$ cat config.mk
export PLATFORM = sky130hd
export DESIGN_NAME = nn_output_classifier
export DESIGN_NICKNAME = d
export VERILOG_FILES = /design/src/rtl/nn_output_classifier.sv
export SDC_FILE = /design/constraint.sdc
export NUM_CORES = 1
export LEC_CHECK = 0
export CELL_PAD_IN_SITES_DETAIL_PLACEMENT = 1
export CELL_PAD_IN_SITES_GLOBAL_PLACEMENT = 1
export CORE_MARGIN = 2
export CORE_UTILIZATION = 30
export CTS_BUF_LIST = sky130_fd_sc_hd__clkbuf_8
export DETAILED_ROUTE_END_ITERATION = 6
export PLACE_DENSITY = 0.62
export SETUP_SLACK_MARGIN = 0.3
export SLEW_MARGIN = 20
export SYNTH_ARGS = -nofsm -noshare
export SYNTH_HDL_FRONTEND = slang
export SYNTH_SLANG_ARGS = --single-unit
$ cat constraint.sdc
create_clock -name clk -period 5.7 [get_ports clk]
set_input_delay 1.425 -clock clk [delete_from_list [all_inputs] [get_ports clk]]
set_output_delay 1.425 -clock clk [all_outputs]
set_load 0.005 [all_outputs]
$ cat src/rtl/nn_output_classifier.sv
// Picks the arg-max of NUM_CLASSES signed scores, one score per cycle, and reports
// the winning index, its score and the margin over the runner-up.
module nn_output_classifier #(
    parameter int NUM_CLASSES = 10,
    parameter int SCORE_W     = 8
) (
    input  logic                           clk,
    input  logic                           rst,
    input  logic                           start,
    input  logic [NUM_CLASSES*SCORE_W-1:0] scores,
    output logic [3:0]                     result,
    output logic signed [SCORE_W-1:0]      max_score,
    output logic [SCORE_W:0]               margin,
    output logic                           ready,
    output logic [1:0]                     o_dbg_state
);

    localparam logic [1:0] S_IDLE = 2'd0;
    localparam logic [1:0] S_SCAN = 2'd1;
    localparam logic [1:0] S_DONE = 2'd2;

    localparam logic [4:0]                LAST_CNT  = 5'(NUM_CLASSES);
    localparam logic signed [SCORE_W-1:0] MIN_SCORE = {1'b1, {(SCORE_W-1){1'b0}}};

    logic [1:0]                r_state;
    logic                      r_start_d;
    logic signed [SCORE_W-1:0] r_cap [NUM_CLASSES];
    logic [4:0]                r_cnt;
    logic signed [SCORE_W-1:0] r_best;
    logic signed [SCORE_W-1:0] r_second;
    logic [3:0]                r_bidx;
    logic [3:0]                r_result;
    logic signed [SCORE_W-1:0] r_max;
    logic [SCORE_W:0]          r_margin;
    logic                      r_ready;

    logic                      w_start_edge;
    logic signed [SCORE_W-1:0] w_cur;
    logic                      w_gt_best;
    logic                      w_gt_second;
    logic [SCORE_W:0]          w_margin;

    assign w_start_edge = start & ~r_start_d;
    assign w_cur        = r_cap[0];
    assign w_gt_best    = w_cur > r_best;
    assign w_gt_second  = w_cur > r_second;
    // Sign-extend both operands so the full-range difference cannot wrap.
    assign w_margin     = {r_best[SCORE_W-1], r_best} - {r_second[SCORE_W-1], r_second};

    // Captured scores shift toward slot 0, so the scan always examines r_cap[0].
    always_ff @(posedge clk) begin
        if (rst) begin
            r_state   <= S_IDLE;
            r_start_d <= 1'b0;
            for (int i = 0; i < NUM_CLASSES; i++) r_cap[i] <= '0;
            r_cnt     <= '0;
            r_best    <= MIN_SCORE;
            r_second  <= MIN_SCORE;
            r_bidx    <= '0;
            r_result  <= '0;
            r_max     <= '0;
            r_margin  <= '0;
            r_ready   <= 1'b0;
        end else begin
            r_start_d <= start;
            case (r_state)
                S_IDLE, S_DONE: begin
                    if (w_start_edge) begin
                        for (int i = 0; i < NUM_CLASSES; i++)
                            r_cap[i] <= scores[i*SCORE_W +: SCORE_W];
                        r_cnt    <= '0;
                        r_best   <= MIN_SCORE;
                        r_second <= MIN_SCORE;
                        r_bidx   <= '0;
                        r_ready  <= 1'b0;
                        r_state  <= S_SCAN;
                    end
                end
                S_SCAN: begin
                    if (r_cnt == LAST_CNT) begin
                        r_result <= r_bidx;
                        r_max    <= r_best;
                        r_margin <= w_margin;
                        r_ready  <= 1'b1;
                        r_state  <= S_DONE;
                    end else begin
                        for (int i = 0; i < NUM_CLASSES-1; i++) r_cap[i] <= r_cap[i+1];
                        r_cap[NUM_CLASSES-1] <= '0;
                        r_cnt <= r_cnt + 5'd1;
                        // Strict compare keeps the lower index on ties; an equal score drops to second.
                        if (w_gt_best) begin
                            r_second <= r_best;
                            r_best   <= w_cur;
                            r_bidx   <= r_cnt[3:0];
                        end else if (w_gt_second) begin
                            r_second <= w_cur;
                        end
                    end
                end
                default: r_state <= S_IDLE;
            endcase
        end
    end

    assign result      = r_result;
    assign max_score   = r_max;
    assign margin      = r_margin;
    assign ready       = r_ready;
    assign o_dbg_state = r_state;

endmodule

# Word level (Yosys, flattened, before mapping)
# Memories as Yosys holds them, arrays and structs flattened.
# Index checks and enable logic that the tools add are counted.
[word_totals]
mem_bits_rw = 80
elab_cells = 105
memories = 1
input_bits = 83
register_bits = 50
[classes]
reduce_logical = 9
eq_ne = 8
magnitude_cmp = 2
add_sub_neg = 2
n_mux = 51
bitwise_logic = 22
[memory_table]
columns = ["memory", "words", "word_bits", "read_ports", "rd_clocked_by_memory_dff", "write_ports", "line_no", "text"]
rows = [
  ["r_cap", 10, 8, 10, 0, 10, "27", "logic signed [SCORE_W-1:0] r_cap [NUM_CLASSES];"],
]
[ops]
columns = ["cell", "count"]
rows = [
  ["2-to-1 mux 8 bit", 26],
  ["case mux 8 bit (2 select lines)", 2],
  ["OR 1 bit", 20],
  ["> comparator 8 bit", 2],
  ["2-to-1 mux 1 bit", 12],
  ["2-to-1 mux 4 bit", 3],
  ["2-to-1 mux 5 bit", 2],
  ["case mux 5 bit (2 select lines)", 1],
  ["subtractor 8 x 8 -> 9 bit", 1],
  ["!= test 2 bit (second input constant)", 4],
  ["case mux 4 bit (2 select lines)", 1],
  ["AND reduction 4 bit", 2],
  ["AND reduction 3 bit", 2],
  ["adder 5 x 1 -> 5 bit (second input constant)", 1],
  ["== test 5 x 4 -> 1 bit (second input constant)", 1],
  ["2-to-1 mux 2 bit", 2],
  ["case mux 2 bit (2 select lines)", 1],
  ["AND reduction 2 bit", 2],
  ["!= test 3 bit (second input constant)", 1],
  ["== test 2 x 1 -> 1 bit (second input constant)", 1],
  ["== test 2 bit (second input constant)", 1],
  ["logical NOT 2 bit", 1],
  ["case mux 1 bit (2 select lines)", 1],
  ["nonzero test 2 bit", 1],
  ["other kinds (3)", 3],
]

# Logic depth before layout (Yosys ltp)
# Gate-level depths: netlist of the first run.
[logic_depth]
depth_word = 8
ltp_mapped = 9

# Worst setup path before layout of the first run
# No wires, ideal clock.
[synth_timing]
path_type = "input port to flip-flop"
from = "input start"
to = "memory r_cap[0][0] (enable)"
stages = 3
setup_ns = 0.433
setup_slack_ns = 1.640
n_path_buf = 1
arrival_ns = 3.627
required_time_ns = 5.267
cell_sequence = "nor3b_2 > clkbuf_1 > or3_1"
[synth_lines]
columns = ["element", "line_no", "text"]
rows = [
  ["from (decl)", "9", "input logic start,"],
  ["to (decl)", "27", ""],
]

==> metrics.yaml, run 1 <==
grt_max_degree: 85
avgViaCountPerCell: 4.93
synth_area_mm2: 0.00608
cp_max_fo: 76
fp.dieH_um: 146
finalClockSkew_ns: 0.00979
peakVddDrop_uv: 126
clk_latency_ns: 0.46
dieArea_mm2: 0.0214
clock-root-buffer: "clkbuf_8"
start_util_pct: 30.3
dr_total_vias: 4664
run_status: "finished, final reports clean"
path_class: "input pin to register"
place_congestion: 0.784
fin_crit_sh_pct: 56.5
core-area_mm2: 0.0200
die_w_um: 146
gr-usage-all-layers_pct: 15.2
crit_required_ns: 5.83
relSlewSlack_pct: 34.7
arrival_ns: 3.35
grt_antenna_before_repair: 3
fmax_mhz: 311
cts_max_level: 4
hold_class: "register to register"
synthFlopType: "edfxtp_1"
met2_length_mm: 7.86
power_w: 0.00219
grt.overflow.total: 0
synth-seq-cells: 130
drive_gt1_share_pct: 7.69
synth_nets: 681
first_pass_iters: 7
wl_per_cell_um: 16.9
synth_edf_count: 80
mostFrequentLayoutCell: "clkdlybuf4s50_1"
routed-wl-met3_um: 893
critPathCaptureType: "register"
ioPinCount: 107
grt_first_pass_wirelength_mm: 25.6
final_cell_mix: "clkdlybuf4s50_1, nor2_1, edfxtp_1"
max_cap_viol_count: 0
area_growth_pct: 27.9
p_leak_nw: 2.78
rows: 52
antenna_left: 0
yosysTopAreaCellShare_pct: 39.5
routed_wl_mm: 16.0
synth_seq_area_share_pct: 56.0
cts_buffers: 17
finalHoldViolCount: 0
top_layer: "met5"
setup_viol: 0
reg2reg_depth: 6
yosys_warnings: 0
synth_cell_types: 57
clk_pin_slew_ns: 0.08
hold_slack_ns: 0.457
fin_nets: 773
start_kind: "input pin"
cellPowerDensity_mw_per_mm2: 281
place_hpwl_mm: 10.9
clockBufferDepth: 2
fillCellCount: 2252
async_flop_share_pct: 0
post-cts-setup-buffers: 0
drv_slew: 0
yosys.area.top_type: "edfxtp_1"
first_iter_violations: 265
final.min_clock_period_ns: 3.22
netlist_instances: 571
avgSynthCellArea_um2: 10.6
whs_path_depth: 2
cts_resized: 0
drc: 0
grt_pass1_vias: 4894
portBuffers: 106
rsz0062_at_grt: "false"
cts_sinks: 130
setup_tns_ns: 0
cts_tree: "yes"
synth_area_leaders: "edfxtp_1, dfxtp_1, a22oi_1"
tightest_slew_ns: 0.980
wirelength_met1_mm: 7.01
hold_buffers: 0
==> critical path, stage by stage <==
cell             delay (ns)
clkdlybuf4s50_1        0.52
nor3b_4                0.27
buf_4                  0.69
or3_1                  0.40
==> cell families (layout without fill, tap and decap cells) <==
logic type / count (synthesis) / after routing / synth area share (%)
other: 0 / 1 / 0
XOR/XNOR: 5 / 5 / 0.720
AO/OA/AOI/OAI: 132 / 132 / 15.7
multiplexers: 18 / 18 / 3.11
adder cells (fa/ha/maj): 27 / 27 / 5.68
flip-flops: 130 / 130 / 56.0
buffers and inverters: 59 / 164 / 3.79
AND/OR/NAND/NOR: 200 / 200 / 15.0
==> state kept, by name (all words and copies together) (netlist names) <==
name and cells:
r_best 8, r_bidx 4, max_score 8, o_dbg_state 2, ready 1, r_cap 80
result 4, r_cnt 5, margin 9, r_start_d 1, r_second 8
==> worst paths after layout <==
kind / start / slack, ns / end
min: margin[4] / 0.46 / margin[4]
max: start / 2.48 / r_cap[9][5]
max reg2reg: r_cnt[0] / 2.77 / r_cap[8][0]
min reg2reg: margin[4] / 0.46 / margin[4]
==> cell type report <==
cell class	instances	area [um^2]	share of cell area (%)
clock buffers	17	234	3.01
multi-input cells	382	2470	31.8
inverters	22	82.6	1.06
clock inverters	15	158	2.03
diodes	1	2.50	0.0322
repair buffers	110	1090	14.0
well taps	270	338	4.34
flip-flops and latches	130	3400	43.8
==> Yosys cell counts, types with 4 or more instances <==
library cell,number
nor2_1,104
edfxtp_1,80
a22oi_1,72
dfxtp_1,50
nand2_1,43
clkbuf_1,33
ha_1,26
a21oi_1,25
inv_1,22
and2_1,11
mux2i_1,11
o2bb2ai_1,7
nand3_1,6
nor2b_1,6
mux2_2,5
nand3b_1,5
nor3_1,5
xor2_1,4
==> report_power, final <==
group	switching [W]	leakage, nW	internal, W
clock network	0.000396	0.192	0.000392
registers	0.0000328	1.28	0.00108
logic	0.000160	1.31	0.000133
==> layer usage <==
layer | global-route usage, % | up-vias
met3 | 5.06 | 16
met1 | 18.2 | 2291
met2 | 26.0 | 103
met4 | 4.71 | 2
met5 | 0 | -
li1 | - | 2252
==> metrics by stage <==
step	cell area (um^2)	utilization, %	setup slack, ns	cells
6_report	7780	38.8	2.48	947
5_1_grt	7770	38.8	2.36	946
4_1_cts	7770	38.8	2.52	946
3_5_place_dp	7380	36.8	2.02	914
3_3_place_gp	7380	36.8	2.07	914
2_1_floorplan	6080	-	1.64	571
Note: power is estimated with default switching activity, not from simulation.
==> run 2: changes to the inputs <==
PLACE_DENSITY = 0.65   (was 0.62)
clock period = 2.95 ns   (was 5.7 ns; I/O delays follow)
==> run 2 against run 1 <==
  * Clock power is 92% higher
  * Largest power group unchanged
  * Total power grew 94%
  * Core utilization up 0.61 points
  * Largest cell class unchanged
  * Sequential power is 93% higher
  * Clock skew rose by 0.0032 ns
  * Sequential share of layout area is 0.68 points lower
  * Combinational power increased by 100%
  * Die area unchanged
==> metrics.yaml, run 2 (synthesis results as in run 1) <==
run_status: "finished, final reports clean"
dr_total_vias: 4709
antenna_cells: 0
p_seq_share_pct: 50.3
clk_latency_ns: 0.44
path_class: "register to register"
largest_reg_flops: 80
die_w_um: 146
finalHoldViolCount: 0
setup_tns_ns: 0
place_hpwl_mm: 11.5
critPathMaxStageDelay_ns: 0.51
routed_wl_mm: 16.0
netSwitchingFraction_pct: 26.8
power_frac_clock_pct: 35.6
top_usage_layer: "met2"
cp_max_fo: 5
path_common_cell: "a21oi_2"
cp_slowest_cell: "o21bai_1"
use_met3_pct: 4.69
avgViaCountPerCell: 4.92
regMostFlops: "r_cap"
ioPinCount: 107
place_inst: 924
p_sw_w: 0.00114
setup_viol: 0
dieArea_mm2: 0.0214
arrival_ns: 2.76
area_growth_pct: 29.9
post-cts-setup-buffers: 0
p_int_w: 0.00311
clk_pin_slew_ns: 0.08
drive_gt1_share_pct: 9.17
cts_max_level: 4
setup_ws_ns: 0.514
instances_no_fill: 957
fmax_mhz: 410
grt.overflow.total: 0
core-area_mm2: 0.0200
fillCellCount: 2235
pre_cts_ws_ns: 0.209
rsz0062_at_grt: "false"
cellPowerDensity_mw_per_mm2: 538
cts_tree: "yes"
finalClockSkew_ns: 0.0130
pwr-share-comb_pct: 14.1
drc: 0
wl_per_cell_um: 16.7
hold_class: "register to register"
start_util_pct: 30.3
peakVddDrop_uv: 285
relSlewSlack_pct: 58.4
clockBufferDepth: 2
clock-root-buffer: "clkbuf_8"
mostFrequentLayoutCell: "clkdlybuf4s50_1"
first_iter_violations: 214
use_met1_pct: 18.2
crit_required_ns: 3.27
drv_slew: 0
cts_resized: 0
grt_pass1_vias: 4884
grt_max_degree: 78
cts_buffers: 17
worst-path-buf-inv: 2
max_cap_viol_count: 0
place_congestion: 0.805
critPathTopFamily: "compound AO/OA/AOI/OAI gates"
critPathCaptureType: "register"
final.min_clock_period_ns: 2.44
fp.dieH_um: 146
fin_crit_sh_pct: 82.6
crit_chain: "inv_1, ha_1, a21o_1, a21oi_2, a21oi_2, o21bai_1, buf_4, mux2i_1, o2bb2ai_1"
cts_sinks: 130
p_leak_nw: 2.85
portBuffers: 106
start_kind: "register"
grtUsageMet2_pct: 25.8
gr-usage-all-layers_pct: 15.0
fin_nets: 784
grt_first_pass_wirelength_mm: 25.2
hold_buffers: 0
rows: 52
tightest_slew_ns: 0.623
antenna_left: 0
final_cell_mix: "clkdlybuf4s50_1, nor2_1, edfxtp_1"
first_pass_iters: 4
grt_antenna_before_repair: 3
[run 2: cell types whose count changed in the layout (fill, tap and decap cells not counted), sizes merged]
cell	before	now
nor2	104	105
diode	1	0
clkinv	7	3
inv	26	29
clkinvlp	2	3
buf	5	15
[run 2: area by class of cell]
class	instances	area (um^2)	share of cell area [%]
clock buffer	17	234	2.96
clock inverter	15	155	1.96
inverter	22	82.6	1.05
multi-input combinational	383	2470	31.3
sequential	130	3400	43.1
tap	270	338	4.28
timing repair buffer	120	1210	15.4
[run 2: tightest hold or removal path, cell delays in order, from the launching register on]
cell	delay, ns
dfxtp_1	0.31
nand2_1	0.05
a21oi_1	0.05
[run 2: worst paths after layout]
path                                start  cells after the start          end  slack (ns)
worst min register to register  margin[3]                      2    margin[3]        0.45
worst max-delay path            r_best[3]                      9  r_second[3]        0.51
worst max register to register  r_best[3]                      9  r_second[3]        0.51
worst min-delay path            margin[3]                      2    margin[3]        0.45
[run 2: layer usage]
layer  wire length [um]  part of all wire [%]
met5                  7                 0.044
met4                134                  0.84
met3                835                   5.2
met2               8010                    50
met1               6980                    44
[run 2: power by group through the flow]
stage	clock network [W]	registers, W	logic [W]
after CTS	0.00157	0.00214	0.000604
after floorplan	0	0.00215	0.000357
final	0.00151	0.00214	0.000598
after global routing	0.00165	0.00215	0.000663
after detailed placement	0	0.00218	0.000601
after global placement	0	0.00218	0.000582
[run 2: metrics by stage]
step / total power, W / cell area, um^2 / util [%] / hold slack, ns
floorplan: 0.00251 / 6090 / - / 0.431
global placement: 0.00276 / 7500 / 37.4 / 0.441
detailed placement: 0.00278 / 7500 / 37.4 / 0.449
CTS: 0.00432 / 7890 / 39.4 / 0.462
global route: 0.00446 / 7900 / 39.4 / 0.478
finish: 0.00425 / 7900 / 39.4 / 0.454
==> run 3: changes to the inputs <==
PLACE_DENSITY = 0.62   (was 0.65)
clock period = 2.3 ns   (was 2.95 ns; I/O delays follow)
==> run 3 against run 2 <==
  * Critical path depth is 1 higher
  * Non-clock buffer count up 36
  * Design area up 6.9%
  * Via count increased by 3.1%
  * Largest cell class unchanged
  * Largest power group unchanged
==> metrics.yaml, run 3 (synthesis results as in run 1) <==
run_status: "finished, final reports clean"
fp.dieH_um: 146
fmax_mhz: 458
rsz0062_at_grt: "true"
grt_pass1_vias: 5152
grt_max_degree: 54
hold_class: "register to register"
regArea_mm2: 0.00342
relSlewSlack_pct: 65.4
area_growth_pct: 38.9
cts_max_level: 4
crit_start: "r_cap[0][3]"
grt_antenna_before_repair: 0
die_w_um: 146
rows: 52
portBuffers: 106
avgViaCountPerCell: 4.89
critPathCaptureType: "register"
clk_latency_ns: 0.45
final.min_clock_period_ns: 2.18
clock-root-buffer: "clkbuf_8"
antenna_left: 0
min_from: "margin[4]"
finalInstanceArea_mm2: 0.00844
cts_tree: "yes"
place_congestion: 0.794
start_kind: "register"
dieArea_mm2: 0.0214
hold_buffers: 0
fillCellCount: 2259
place_hpwl_mm: 12.0
dr_total_vias: 4853
cp_slowest_cell: "edfxtp_1"
core-area_mm2: 0.0200
clk_pin_slew_ns: 0.08
grt_first_pass_wirelength_mm: 26.9
cellPowerDensity_mw_per_mm2: 655
max_cap_viol_count: 0
fin_nets: 820
path_class: "register to register"
setup_ws_ns: 0.116
hold_slack_ns: 0.452
cts_sinks: 130
p_leak_nw: 3.09
drv_slew: 0
gr-usage-all-layers_pct: 16.2
final_cell_mix: "clkdlybuf4s50_1, nor2_1, edfxtp_1"
drive_gt1_share_pct: 17.0
place_inst: 945
finalClockSkew_ns: 0.0111
ioPinCount: 107
drc: 0
routed_wl_mm: 17.2
peakVddDrop_uv: 379
cp_max_fo: 8
finalHoldViolCount: 0
fin_util_pct: 42.1
clockBufferDepth: 2
antenna_cells: 0
crit_chain: "buf_4, ha_4, a21oi_2, o22ai_2, a211o_1, o2111ai_2, buf_4, nor3b_4, buf_6, o2bb2ai_1"
regMostFlops: "r_cap"
mostFrequentLayoutCell: "clkdlybuf4s50_1"
tightest_slew_ns: 0.519
cts_buffers: 17
wl_per_cell_um: 17.3
path_common_cell: "buf_4"
critPathTopFamily: "compound AO/OA/AOI/OAI gates"
rr_startpoint: "r_cap[0][3]"
start_util_pct: 30.3
pre_cts_ws_ns: -0.157
instances_no_fill: 993
placed_area_mm2: 0.00770
first_iter_violations: 279
worst-path-buf-inv: 3
first_pass_iters: 4
fin_crit_sh_pct: 95.0
setup_viol: 0
largest_reg_flops: 80
arrival_ns: 2.56
grt.overflow.total: 0
multi_input_area_mm2: 0.00266
critPathMaxStageDelay_ns: 0.46
crit_required_ns: 2.67
-- run 3: worst min-delay path, cell delays in order, from the launching register on --
cell and delay, ns:
dfxtp_1 0.31, nand2_1 0.05, a21oi_1 0.05
-- run 3: what timing repair did --
action,CTS,global route
gates cloned,1,3
pin swaps,7,8
gates resized for setup,19,19
setup buffers,5,7
setup endpoints to repair,133,120
-- run 3: path summary, 6_finish.rpt --
check / to / slack [ns] / cells after the start
max: r_second[1] / 0.12 / 10
min: margin[4] / 0.45 / 2
max reg2reg: r_second[1] / 0.12 / 10
min reg2reg: margin[4] / 0.45 / 2
-- run 3: where the power goes --
group	switching [W]	internal, W
combinational	0.000474	0.000484
clock	0.000907	0.000931
sequential	0.0000764	0.00266
total	0.00146	0.00408
-- run 3: area by class of cell --
class | instances | share of cell area [%]
clock inverter | 15 | 1.51
inverter | 22 | 0.978
clock buffer | 17 | 2.77
multi-input combinational | 383 | 31.5
timing repair buffer | 156 | 18.8
tap | 270 | 4.00
sequential | 130 | 40.5
-- run 3: per-stage QoR --
stage | power (W) | TNS [ns]
2_1_floorplan | 0.00323 | 0
3_3_place_gp | 0.00360 | -3.92
3_5_place_dp | 0.00363 | -5.39
4_1_cts | 0.00551 | 0
5_1_grt | 0.00581 | 0
6_report | 0.00554 | 0
-- run 3: per-layer routing --
| layer | part of all wire (%) | vias to the layer above | global-route usage, % |
|---|---|---|---|
| met1 | 43 | 2373 | 19.5 |
| met5 | 0 | - | 0 |
| met2 | 51 | 116 | 28.2 |
| met3 | 4.9 | 16 | 4.13 |
| met4 | 1.2 | 0 | 5.53 |
| li1 | - | 2348 | - |
